`src/rtl/mem_port_arbiter.sv`:
```
// rtl/mem_port_arbiter.sv - shares one memory port between fetch and load/store, data first
// Optional feature macro: ARB_PERF_EN adds per-port stall cycle counters.
module mem_port_arbiter #(
  parameter int AW      = 32,
  parameter int DW      = 32,
  parameter int MEM_LAT = 2
) (
  input  logic          clk,
  input  logic          rst_n,
  input  logic          i_req,
  input  logic [AW-1:0] i_addr,
  output logic [DW-1:0] i_rdata,
  output logic          i_ack,
  input  logic          d_req,
  input  logic          d_we,
  input  logic [AW-1:0] d_addr,
  input  logic [DW-1:0] d_wdata,
  input  logic [3:0]    d_be,
  output logic [DW-1:0] d_rdata,
  output logic          d_ack,
  output logic          m_en,
  output logic          m_we,
  output logic [AW-1:0] m_addr,
  output logic [DW-1:0] m_wdata,
  output logic [3:0]    m_be,
  input  logic [DW-1:0] m_rdata,
  output logic          stall_if,
  output logic          stall_mem
`ifdef ARB_PERF_EN
  ,
  input  logic          perf_clr,
  output logic [31:0]   perf_istall,
  output logic [31:0]   perf_dstall
`endif
);

  typedef enum logic [1:0] {IDLE, ISSUE, WAIT, DONE} state_t;

  localparam logic [3:0] LAT = 4'(MEM_LAT);

  state_t        state_q;
  logic          grant_d_q;   // 1 = data port owns the current access
  logic [3:0]    cnt_q;
  logic          m_en_q;
  logic          m_we_q;
  logic [AW-1:0] m_addr_q;
  logic [DW-1:0] m_wdata_q;
  logic [3:0]    m_be_q;
  logic          i_ack_q;
  logic          d_ack_q;
  logic [DW-1:0] i_rdata_q;
  logic [DW-1:0] d_rdata_q;

  // Access sequencer: grant in IDLE, strobe in ISSUE, count latency in WAIT, ack in DONE
  always_ff @(posedge clk) begin
    if (!rst_n) begin
      state_q   <= IDLE;
      grant_d_q <= 1'b0;
      cnt_q     <= 4'd0;
      m_en_q    <= 1'b0;
      m_we_q    <= 1'b0;
      m_addr_q  <= '0;
      m_wdata_q <= '0;
      m_be_q    <= 4'd0;
      i_ack_q   <= 1'b0;
      d_ack_q   <= 1'b0;
      i_rdata_q <= '0;
      d_rdata_q <= '0;
    end else begin
      i_ack_q <= 1'b0;
      d_ack_q <= 1'b0;
      case (state_q)
        IDLE: begin
          if (d_req || i_req) begin
            grant_d_q <= d_req;
            m_en_q    <= 1'b1;
            state_q   <= ISSUE;
            if (d_req) begin
              m_we_q    <= d_we;
              m_addr_q  <= d_addr;
              m_wdata_q <= d_wdata;
              m_be_q    <= d_be;
            end else begin
              m_we_q   <= 1'b0;
              m_addr_q <= i_addr;
              m_be_q   <= 4'b1111;
            end
          end
        end
        ISSUE: begin
          m_en_q  <= 1'b0;
          cnt_q   <= LAT;
          state_q <= WAIT;
        end
        WAIT: begin
          cnt_q <= cnt_q - 4'd1;
          if (cnt_q == 4'd1) begin
            // Stores complete with an ack but never disturb the load data register
            if (grant_d_q) begin
              if (!m_we_q) d_rdata_q <= m_rdata;
              d_ack_q <= 1'b1;
            end else begin
              i_rdata_q <= m_rdata;
              i_ack_q   <= 1'b1;
            end
            state_q <= DONE;
          end
        end
        DONE: begin
          // Returning to IDLE first keeps the acked requester's held req from re-granting
          state_q <= IDLE;
        end
        default: state_q <= IDLE;
      endcase
    end
  end

  assign m_en      = m_en_q;
  assign m_we      = m_we_q;
  assign m_addr    = m_addr_q;
  assign m_wdata   = m_wdata_q;
  assign m_be      = m_be_q;
  assign i_ack     = i_ack_q;
  assign d_ack     = d_ack_q;
  assign i_rdata   = i_rdata_q;
  assign d_rdata   = d_rdata_q;
  assign stall_if  = i_req & ~i_ack_q;
  assign stall_mem = d_req & ~d_ack_q;

`ifdef ARB_PERF_EN
  logic [31:0] perf_istall_q;
  logic [31:0] perf_dstall_q;

  // Saturating stall-cycle counters; clear wins over increment
  always_ff @(posedge clk) begin
    if (!rst_n || perf_clr) begin
      perf_istall_q <= 32'd0;
      perf_dstall_q <= 32'd0;
    end else begin
      if (stall_if && perf_istall_q != 32'hFFFF_FFFF) perf_istall_q <= perf_istall_q + 32'd1;
      if (stall_mem && perf_dstall_q != 32'hFFFF_FFFF) perf_dstall_q <= perf_dstall_q + 32'd1;
    end
  end

  assign perf_istall = perf_istall_q;
  assign perf_dstall = perf_dstall_q;
`endif

endmodule

```
`config.mk`:
```
export PLATFORM = sky130hd
export DESIGN_NAME = mem_port_arbiter
export DESIGN_NICKNAME = d
export VERILOG_FILES = /design/src/rtl/mem_port_arbiter.sv
export SDC_FILE = /design/constraint.sdc
export NUM_CORES = 1
export LEC_CHECK = 0
export ABC_AREA = 1
export BUFFER_PORTS_ARGS = -buffer_cell sky130_fd_sc_hd__buf_4
export CORE_MARGIN = 3
export CORE_UTILIZATION = 46
export DETAILED_ROUTE_END_ITERATION = 8
export HOLD_SLACK_MARGIN = 0.15
export PLACE_DENSITY = 0.75
export SLEW_MARGIN = 40
export SYNTH_ARGS = -nofsm -noshare
export SYNTH_HDL_FRONTEND = slang
export SYNTH_SLANG_ARGS = --single-unit
```
`constraint.sdc`:
```
create_clock -name clk -period 1.6 [get_ports clk]
set_input_delay 0.32 -clock clk [delete_from_list [all_inputs] [get_ports clk]]
set_output_delay 0.32 -clock clk [all_outputs]
set_load 0.1 [all_outputs]
```
== After elaboration in Yosys (flattened, before gate mapping) ==
Index checks and enable logic that the tools add are counted.
Storage, ports and cells
  register bits after elaboration: 143
Cells by class
  add/sub/neg operators: 1
  muxes and demuxes: 11
  equality and inequality tests: 6
  reductions and logical operators: 11
  bitwise operators: 6
Operators with widths (number)
  $mux W32: 1
  $reduce_and A3 Y1: 3
  $pmux W2 S4: 1
  $pmux W4 S2: 1
  $reduce_and A2 Y1: 3
  $eq A2 B2 Y1 const B: 2
  $eq A4 B1 Y1 const B: 1
  $mux W1: 4
  $mux W2: 2
  $mux W4: 1
  $ne A2 B2 Y1 const B: 2
  $not A1 Y1: 4
  $reduce_and A4 Y1: 1
  $reduce_bool A2 Y1: 2
  $sub A4 B1 Y4 const B: 1
  $and A1 B1 Y1: 2
  $eq A2 B1 Y1 const B: 1
  $logic_not A2 Y1: 1
  $pmux W1 S2: 1
  $logic_or A1 B1 Y1: 1

== Logic depth before layout (Yosys ltp) ==
Gate-level depths: netlist of the first run.
  depth in word-level cells: 3
  gate-level depth with buffers: 8

== Least setup slack after synthesis of the first run ==
OpenSTA, ideal clock, no wires.
  path type: register -> output
  start point: register i_ack_q (netlist: i_ack)
  end point: output port stall_if
  setup slack: -767 ps
  data arrival time: 2047 ps
  stages on the path, launching flop included: 2
  cell sequence: dfxtp_1 nor2_1
On the way
  longest elaborated chain between the ends: 2
RTL lines
  start: declaration: RTL line 49  | logic i_ack_q;
  start signal: assignment: RTL line 65  | i_ack_q <= 1'b0;
  start signal: assignment: RTL line 70  | i_ack_q <= 1'b0;
  start signal: assignment: RTL line 104  | i_ack_q <= 1'b1;
  $not A1 Y1: RTL line 127  | assign stall_if = i_req & ~i_ack_q;
  $and A1 B1 Y1: RTL line 127
  end: declaration: RTL line 27  | output logic stall_if,
No other way between the ends.

== Worst setup path in the final report of the first run ==
Same ends and word-level chain as after synthesis.

==> metrics.cfg, run 1 <==
[run_status]
status=completed

[drt]
final_antenna_net_count=0
totalWireLength_um=16300
first_drt_pass_iteration_count=4
route.vias.total=5863
first_iter_violations=466
routed_via_density=4.55
remaining_drc_errors=0
wl_per_cell_um=12.6

[grt]
global_route.usage.total=0.226
grt_start_max_net_pins=47
global_route.overflow_total=0
first_pass_grt_wire_length_um=25900
number_of_global_route_vias_before_repair=5300
grt_antenna_before_repair=0

[power]
power_per_cell_area_nw_per_um2=1910
worst_vdd_rail_ir_drop_mv=1.10
static-leakage-power_nw=4.39
report.power.total_w=0.0167

[logic_synthesis]
yosysSeqAreaShare=0.493
ys_ff_latch=143
synth_top_cell_area_share=0.493
post_synth_mux_area_share=0
largest_cells_by_area_after_synthesis=sky130_fd_sc_hd__dfxtp_1, sky130_fd_sc_hd__nor2_1, sky130_fd_sc_hd__nand2_1
synthXorXnorAreaFrac=0
synth_top_family_by_area=simple AND/OR/NAND/NOR gates
synth_warnings=0
synth.distinct_cells=26
synth.avg_cell_area_um2=6.91
syn_nets=984
netlist_instances=841
synth_simple_gate_area_share=0.345
synth_adder_area_share=0.0129
synth_compound_area_frac=0.0715
netlist_area_um2=5810
synth_top_area_cell=sky130_fd_sc_hd__dfxtp_1

[finish]
antenna-diode-count=0
layout.nets=1252
mostFrequentLayoutCells=sky130_fd_sc_hd__buf_4, sky130_fd_sc_hd__nor2_1, sky130_fd_sc_hd__nand2_1
final_common_cell=sky130_fd_sc_hd__buf_4
drive_above_1_share=0.301
final_util=0.718
seqCellArea_um2=2870
fillerInstances=1056
multi_input_comb_area_um2=2510
layout-area-overhead-vs-synth_pct=50.2

[placement]
gp_congestion=0.825
place_hpwl_um=12100
port_buffers=274

[floorplanning]
die_area_um2=14000
floorplan.die.height_um=118
floorplan.initialDensity=0.478
number_of_ports_placed_on_the_die_boundary=275
std_cell_rows=40
die-width_um=118
core_region_area_um2=12200

[worst_hold_path]
hold_path.startpoint=d_wdata[16]
depth_of_the_worst_hold_timing_path=3
hold-path-endpoint=m_wdata[16]
hold_path.class=in -> reg

[clock_network]
cts_tree=done
cts_max_path_buffers=2
clk_pin_slew_ps=60
clock_sinks=143
h-tree-depth=4
clock_insertion_delay_worst_skew_ps=410
cts_buffers=17
cts-root-buf=sky130_fd_sc_hd__clkbuf_16

[critical_path]
worstPathArrival_ps=1140
timing.critical_path.required_ps=1280
worstPathCellList=nor2_4 -> buf_4
worstSetupStartpoint=i_ack
rr_worst_depth=6
crit_path_top_delay_cell=sky130_fd_sc_hd__dfxtp_1
worstReg2RegEnd=m_be[0]
crit_path_max_fo=2
reg2reg_from=state_q[0]
end_kind=output pin
ff2ff_setup_slack_ps=140
worst_path_largest_cell_delay_ps=330
timing.critical_path.from_type=flop
setup.worst_path.class=reg -> out

[timing]
worst-slew-pin-transition_ps=364
slew_headroom=0.757
clk_skew_ps=6.31
fmax_ghz=0.685
drv_slew=0
finalHoldViolations=0
fin_crit_ps=1460
period_share=0.912
rsz0062_at_grt=true
final-setup-viol-count=0

[job]
timing.max_cap.violations=0

==> cell type report <==
cell class	instances	share of cell area
clock inverters	8	0.0145
clock buffers	23	0.0582
well taps	168	0.0241
multi-input cells	607	0.288
inverters	44	0.0192
flip-flops and latches	143	0.328
repair buffers	296	0.268
==> critical path, delay by kind of cell, from the launching register on <==
family                 cells  cell delay, ps
buffers and inverters      1             300
AND/OR/NAND/NOR            1             100
flip-flops                 1             330
==> cell families (layout without fill, tap and decap cells) <==
kind of cell,after synthesis,in the layout
flops,143,143
simple gates,521,521
compound gates,80,80
fa+ha+maj,6,6
buf+inv,91,371
==> where the power goes <==
part,switching (W),internal [W],total (W)
Clock,0.00143,0.00270,0.00413
Combinational,0.00621,0.00170,0.00791
Sequential,0.000373,0.00425,0.00463
==> sequential cells by signal (all words and copies together) (netlist names) <==
register and flops:
i_rdata 32, state_q 2, d_rdata 32, grant_d_q 1, d_ack 1, m_be 4, i_ack 1, m_we 1
m_addr 32, cnt_q 4, m_wdata 32, m_en 1
==> repair_timing <==
action                                  in CTS  in global routing
resized for setup                            0                  6
endpoints found under the setup margin       0                 91
buffers inserted                             0                  0
hold endpoints to repair                     3                  0
hold buffers                                 3                  0
==> per-stage QoR <==
step / instance area (µm²) / instances / setup slack (ps) / hold slack (ps) / TNS (ps)
2_1_floorplan: 5830 / 841 / -17.5 / 461 / -17.5
4_1_cts: 8720 / 1289 / 27.1 / 151 / 0
3_3_place_gp: 8050 / 1255 / 93.9 / 452 / 0
6_report: 8730 / 1289 / 141 / 165 / 0
3_5_place_dp: 8050 / 1255 / 52.5 / 463 / 0
5_1_grt: 8730 / 1289 / -12.4 / 159 / -24.6
==> worst max path at each step <==
stage                  end  slack [ps]  cells after the start
6_report          stall_if         140                      2
3_5_place_dp          m_en          50                      6
2_1_floorplan     stall_if         -20                      1
4_1_cts               m_en          30                      6
5_1_grt        d_rdata[16]         -10                      8
3_3_place_gp          m_en          90                      6
==> Yosys cell counts, drive strengths merged <==
library cell and number:
ha 6, clkinv 1, and2 1, nor3 4, o31ai 1, clkbuf 15
buf 32, inv 43, dfxtp 143, nand3 4, nor2 274, o21ai 72
a31oi 1, nand2 236, a21oi 6, and3 2
==> metal layers <==
metal | up-vias | share of wire | track usage
met1 | 2559 | 0.41 | 0.271
met3 | 19 | 0.080 | 0.0737
met4 | 0 | 0.014 | 0.0768
met5 | - | 0 | 0
li1 | 3093 | - | -
met2 | 192 | 0.50 | 0.382
(Power assumes the default switching activity.)
==> run 2: changes to the inputs <==
--- a/config.mk
+++ b/config.mk
@@ -6,7 +6,7 @@
 export NUM_CORES = 1
 export LEC_CHECK = 0
 export ABC_AREA = 1
-export BUFFER_PORTS_ARGS = -buffer_cell sky130_fd_sc_hd__buf_4
+export BUFFER_PORTS_ARGS = -buffer_cell sky130_fd_sc_hd__buf_2
 export CORE_MARGIN = 3
 export CORE_UTILIZATION = 46
 export DETAILED_ROUTE_END_ITERATION = 8
==> metrics.cfg, run 2 (synthesis gave the netlist of run 1 again) <==
[grt]
number_of_global_route_vias_before_repair=5371
grt_antenna_before_repair=0
first_pass_grt_wire_length_um=25700
global_route.overflow_total=0
grt_start_max_net_pins=55
global_route.usage.total=0.223

[drt]
final_antenna_net_count=0
first_drt_pass_iteration_count=5
wl_per_cell_um=12.1
remaining_drc_errors=0
route.vias.total=5894
totalWireLength_um=15600
routed_via_density=4.55
first_iter_violations=488

[placement]
place_hpwl_um=11600
gp_congestion=0.876
port_buffers=274
placed_cell_area_um2=7430
placed_cells=1256

[timing]
rsz0062_at_grt=false
clk_skew_ps=6.32
fmax_ghz=0.654
final.setup.tns_ps=0
period_share=0.955
slew_headroom=0.654
drv_slew=0
finalHoldViolations=0
worst-slew-pin-transition_ps=522
fin_crit_ps=1530
final-setup-viol-count=0
finalHoldWorstSlack_ps=162

[critical_path]
endpoint=m_en
worstSetupStartpoint=m_en
worst_path_largest_cell_delay_ps=440
reg2reg_from=state_q[0]
critical-path-top-delay-family=buffers and inverters
critical_path_depth=1
worstReg2RegEnd=d_rdata[17]
ff2ff_setup_slack_ps=160
timing.critical_path.required_ps=1280
rr_worst_depth=8
timing.critical_path.from_type=flop
crit_path_top_delay_cell=sky130_fd_sc_hd__buf_2
end_kind=output pin
worstPathCellList=buf_2
crit_path_max_fo=2
critPathBufInv=1
worstPathArrival_ps=1210
setup.worst_path.class=reg -> out

[power]
static-leakage-power_nw=4.30
worst_vdd_rail_ir_drop_mv=1.38
power_per_cell_area_nw_per_um2=1980

[floorplanning]
core_region_area_um2=12200
floorplan.initialDensity=0.478
floorplan.die.height_um=118
number_of_ports_placed_on_the_die_boundary=275
std_cell_rows=40
die_area_um2=14000
die-width_um=118

[job]
timing.max_cap.violations=0

[finish]
mostFrequentLayoutCells=sky130_fd_sc_hd__nor2_1, sky130_fd_sc_hd__buf_2, sky130_fd_sc_hd__nand2_1
final-instance-count-excl-fill=1296
finish.instance_area_um2=8140
drive_above_1_share=0.301
layout-area-overhead-vs-synth_pct=40.1
final_util=0.669
layout.nets=1258
antenna-diode-count=0

[clock_network]
cts_buffers=17
h-tree-depth=4
clock_sinks=143
cts_tree=done
cts_max_path_buffers=2
clk_pin_slew_ps=60
cts-root-buf=sky130_fd_sc_hd__clkbuf_16
cts_setup_buffers=0
clock_insertion_delay_worst_skew_ps=410

[run_status]
status=completed

[worst_hold_path]
hold_path.class=in -> reg

## run 2: cell types whose count changed in the layout (fill, tap and decap cells not counted), sizes merged
| cell | delta |
|---|---|
| bufinv | -1 |
| clkinvlp | -1 |
| inv | +2 |
| dlygate4sd3 | +5 |
| clkinv | +2 |
## run 2: cell type report
class	count	area [µm²]
sequential	143	2870
tap	168	210
clock inverter	10	124
clock buffer	22	494
inverter	44	165
timing repair buffer	302	1760
fill	1157	4020
multi-input combinational	607	2520
## run 2: power by group
group | total [W] | internal [W] | switching [W]
logic | 0.00748 | 0.00130 | 0.00618
clock network | 0.00402 | 0.00252 | 0.00150
registers | 0.00460 | 0.00425 | 0.000351
## run 2: how the worst min path moves through the flow
stage | cells past startpoint | to | start | slack (ps)
2_1_floorplan | 2 | m_we | d_we | 460
3_3_place_gp | 2 | m_be[0] | m_be[0] | 450
3_5_place_dp | 2 | m_be[0] | m_be[0] | 460
4_1_cts | 3 | m_wdata[22] | d_wdata[22] | 150
5_1_grt | 3 | m_wdata[16] | d_wdata[16] | 160
6_report | 3 | m_wdata[22] | d_wdata[22] | 160
## run 2: stage by stage
step / worst slack (ps) / power (W)
2_1_floorplan: -17.5 / 0.0108
3_3_place_gp: 102 / 0.0121
3_5_place_dp: 88.3 / 0.0121
4_1_cts: 11.1 / 0.0162
5_1_grt: 7.14 / 0.0169
6_report: 71.6 / 0.0161
## run 2: per-layer routing
layer  up-vias  wire length (µm)  global-route usage
met3        28              1280              0.0727
li1       3107                 -                   -
met2       221              7690               0.383
met1      2538              6290               0.257
met5         -                 0                   0
met4         0               352              0.0898
## run 2: what timing repair did
action                     in CTS  in global routing
setup endpoints to repair       0                  2
hold endpoints to repair        7                  1
hold buffers                    7                  1
resized for setup               0                  3
==> run 3: changes to the inputs <==
==> constraint.sdc (replaced) <==
create_clock -name clk -period 1.6 [get_ports clk]
set_input_delay 0.08 -clock clk [delete_from_list [all_inputs] [get_ports clk]]
set_output_delay 0.08 -clock clk [all_outputs]
set_load 0.1 [all_outputs]
==> metrics.cfg, run 3 (synthesis gave the netlist of run 1 again) <==
[run_status]
status=completed

[timing]
drv_slew=0
period_share=0.961
finalHoldWorstSlack_ps=188
final-setup-viol-count=0
slew_headroom=0.644
fin_crit_ps=1540
worst-slew-pin-transition_ps=538
clk_skew_ps=8.81
fmax_ghz=0.651
finalHoldViolations=0

[clock_network]
clk_pin_slew_ps=60
cts_tree=done
h-tree-depth=4
cts_max_path_buffers=2
cts_buffers=17
cts-root-buf=sky130_fd_sc_hd__clkbuf_16
clock_sinks=143
cts_setup_buffers=0
clock_insertion_delay_worst_skew_ps=420

[drt]
routed_via_density=4.94
first_drt_pass_iteration_count=5
wl_per_cell_um=15.0
route.vias.total=7014
totalWireLength_um=21200
first_iter_violations=541
final_antenna_net_count=0
remaining_drc_errors=0

[finish]
fillerInstances=797
layout.nets=1381
drive_above_1_share=0.264
mostFrequentLayoutCells=sky130_fd_sc_hd__buf_2, sky130_fd_sc_hd__nor2_1, sky130_fd_sc_hd__nand2_1
finish.instance_area_um2=9400
final_util=0.773
final_common_cell=sky130_fd_sc_hd__buf_2
layout-area-overhead-vs-synth_pct=61.7

[critical_path]
crit_path_top_delay_cell=sky130_fd_sc_hd__dlygate4sd3_1
worstReg2RegEnd=grant_d_q
reg2reg_from=state_q[0]
worstPathCellList=inv_1 -> ha_2 -> o21ai_4 -> nand2_1 -> dlygate4sd3_1 -> a21oi_1
worstPathArrival_ps=1890
timing.critical_path.from_type=flop
crit_path_max_fo=4
ff2ff_setup_slack_ps=60
end_kind=flop
setup.worst_path.class=reg -> reg
worst_path_largest_cell_delay_ps=560
rr_worst_depth=6
critPathBufInv=2
critical-path-top-delay-family=buffers and inverters
timing.critical_path.required_ps=1950

[worst_hold_path]
hold_path.startpoint=d_req
hold_path.class=in -> reg
depth_of_the_worst_hold_timing_path=5
hold-path-endpoint=m_we

[grt]
grt_most_used_layer=met2
grt_start_max_net_pins=59
gr-usage-met1=0.307
first_pass_grt_wire_length_um=33700
number_of_global_route_vias_before_repair=7038
global_route.overflow_total=0
grt_antenna_before_repair=2
grt.met2_usage=0.524
grt_util_met3=0.0775
global_route.usage.total=0.296

[floorplanning]
floorplan.die.height_um=118
number_of_ports_placed_on_the_die_boundary=275
std_cell_rows=40
die_area_um2=14000
floorplan.initialDensity=0.478
core_region_area_um2=12200
die-width_um=118

[power]
report.power.total_w=0.0169
static-leakage-power_nw=4.82
worst_vdd_rail_ir_drop_mv=1.84
power_per_cell_area_nw_per_um2=1800

[job]
timing.max_cap.violations=0

[placement]
placed_cell_area_um2=7360
port_buffers=274
place_hpwl_um=11900
gp_congestion=0.816

## run 3: layout make-up
| class | count | area, µm² | area share |
|---|---|---|---|
| clock inverters | 10 | 183 | 0.0194 |
| multi-input cells | 607 | 2510 | 0.268 |
| clock buffers | 22 | 474 | 0.0505 |
| inverters | 44 | 168 | 0.0178 |
| well taps | 168 | 210 | 0.0224 |
| repair buffers | 425 | 2980 | 0.317 |
| flip-flops and latches | 143 | 2870 | 0.305 |
| diodes | 2 | 5.00 | 0.000533 |
## run 3: worst max path at each step
| stage | start | end | slack [ps] | depth (start not counted) |
|---|---|---|---|---|
| 6_report | state_q[0] | grant_d_q | 60 | 6 |
| 5_1_grt | state_q[0] | grant_d_q | -4 | 6 |
| 4_1_cts | state_q[1] | grant_d_q | 30 | 6 |
| 3_5_place_dp | state_q[0] | m_en | 40 | 6 |
| 3_3_place_gp | state_q[0] | m_en | 70 | 6 |
| 2_1_floorplan | state_q[0] | d_rdata[23] | 190 | 8 |
## run 3: power breakdown
| group | internal [W] | switching (W) |
|---|---|---|
| sequential | 0.00425 | 0.000390 |
| clock | 0.00289 | 0.00148 |
| combinational | 0.00148 | 0.00645 |
| total | 0.00862 | 0.00833 |
## run 3: what timing repair did
action                     4_1_cts  5_1_grt
hold endpoints to repair       134        0
gates resized for setup          0        4
hold buffers                   137        0
setup endpoints to repair        0       38
## run 3: layer usage
layer | vias to the layer above | share of wire
li1 | 3356 | -
met1 | 3138 | 0.36
met3 | 108 | 0.077
met5 | - | 0
met4 | 0 | 0.063
met2 | 412 | 0.50
## run 3: worst register-to-register path, stage by stage (launching register included)
cell and delay (ps):
sky130_fd_sc_hd__dfxtp_1 330, sky130_fd_sc_hd__inv_1 90, sky130_fd_sc_hd__ha_2 220, sky130_fd_sc_hd__o21ai_4 90, sky130_fd_sc_hd__nand2_1 70, sky130_fd_sc_hd__dlygate4sd3_1 560
sky130_fd_sc_hd__a21oi_1 110
## run 3: stage by stage
stage,std cells,TNS [ps],worst slack (ps)
after global routing,1421,-3.63,-3.63
after CTS,1419,0,25.4
after global placement,1250,0,71.2
after floorplan,841,0,190
final,1421,0,62.8
after detailed placement,1250,0,44.7
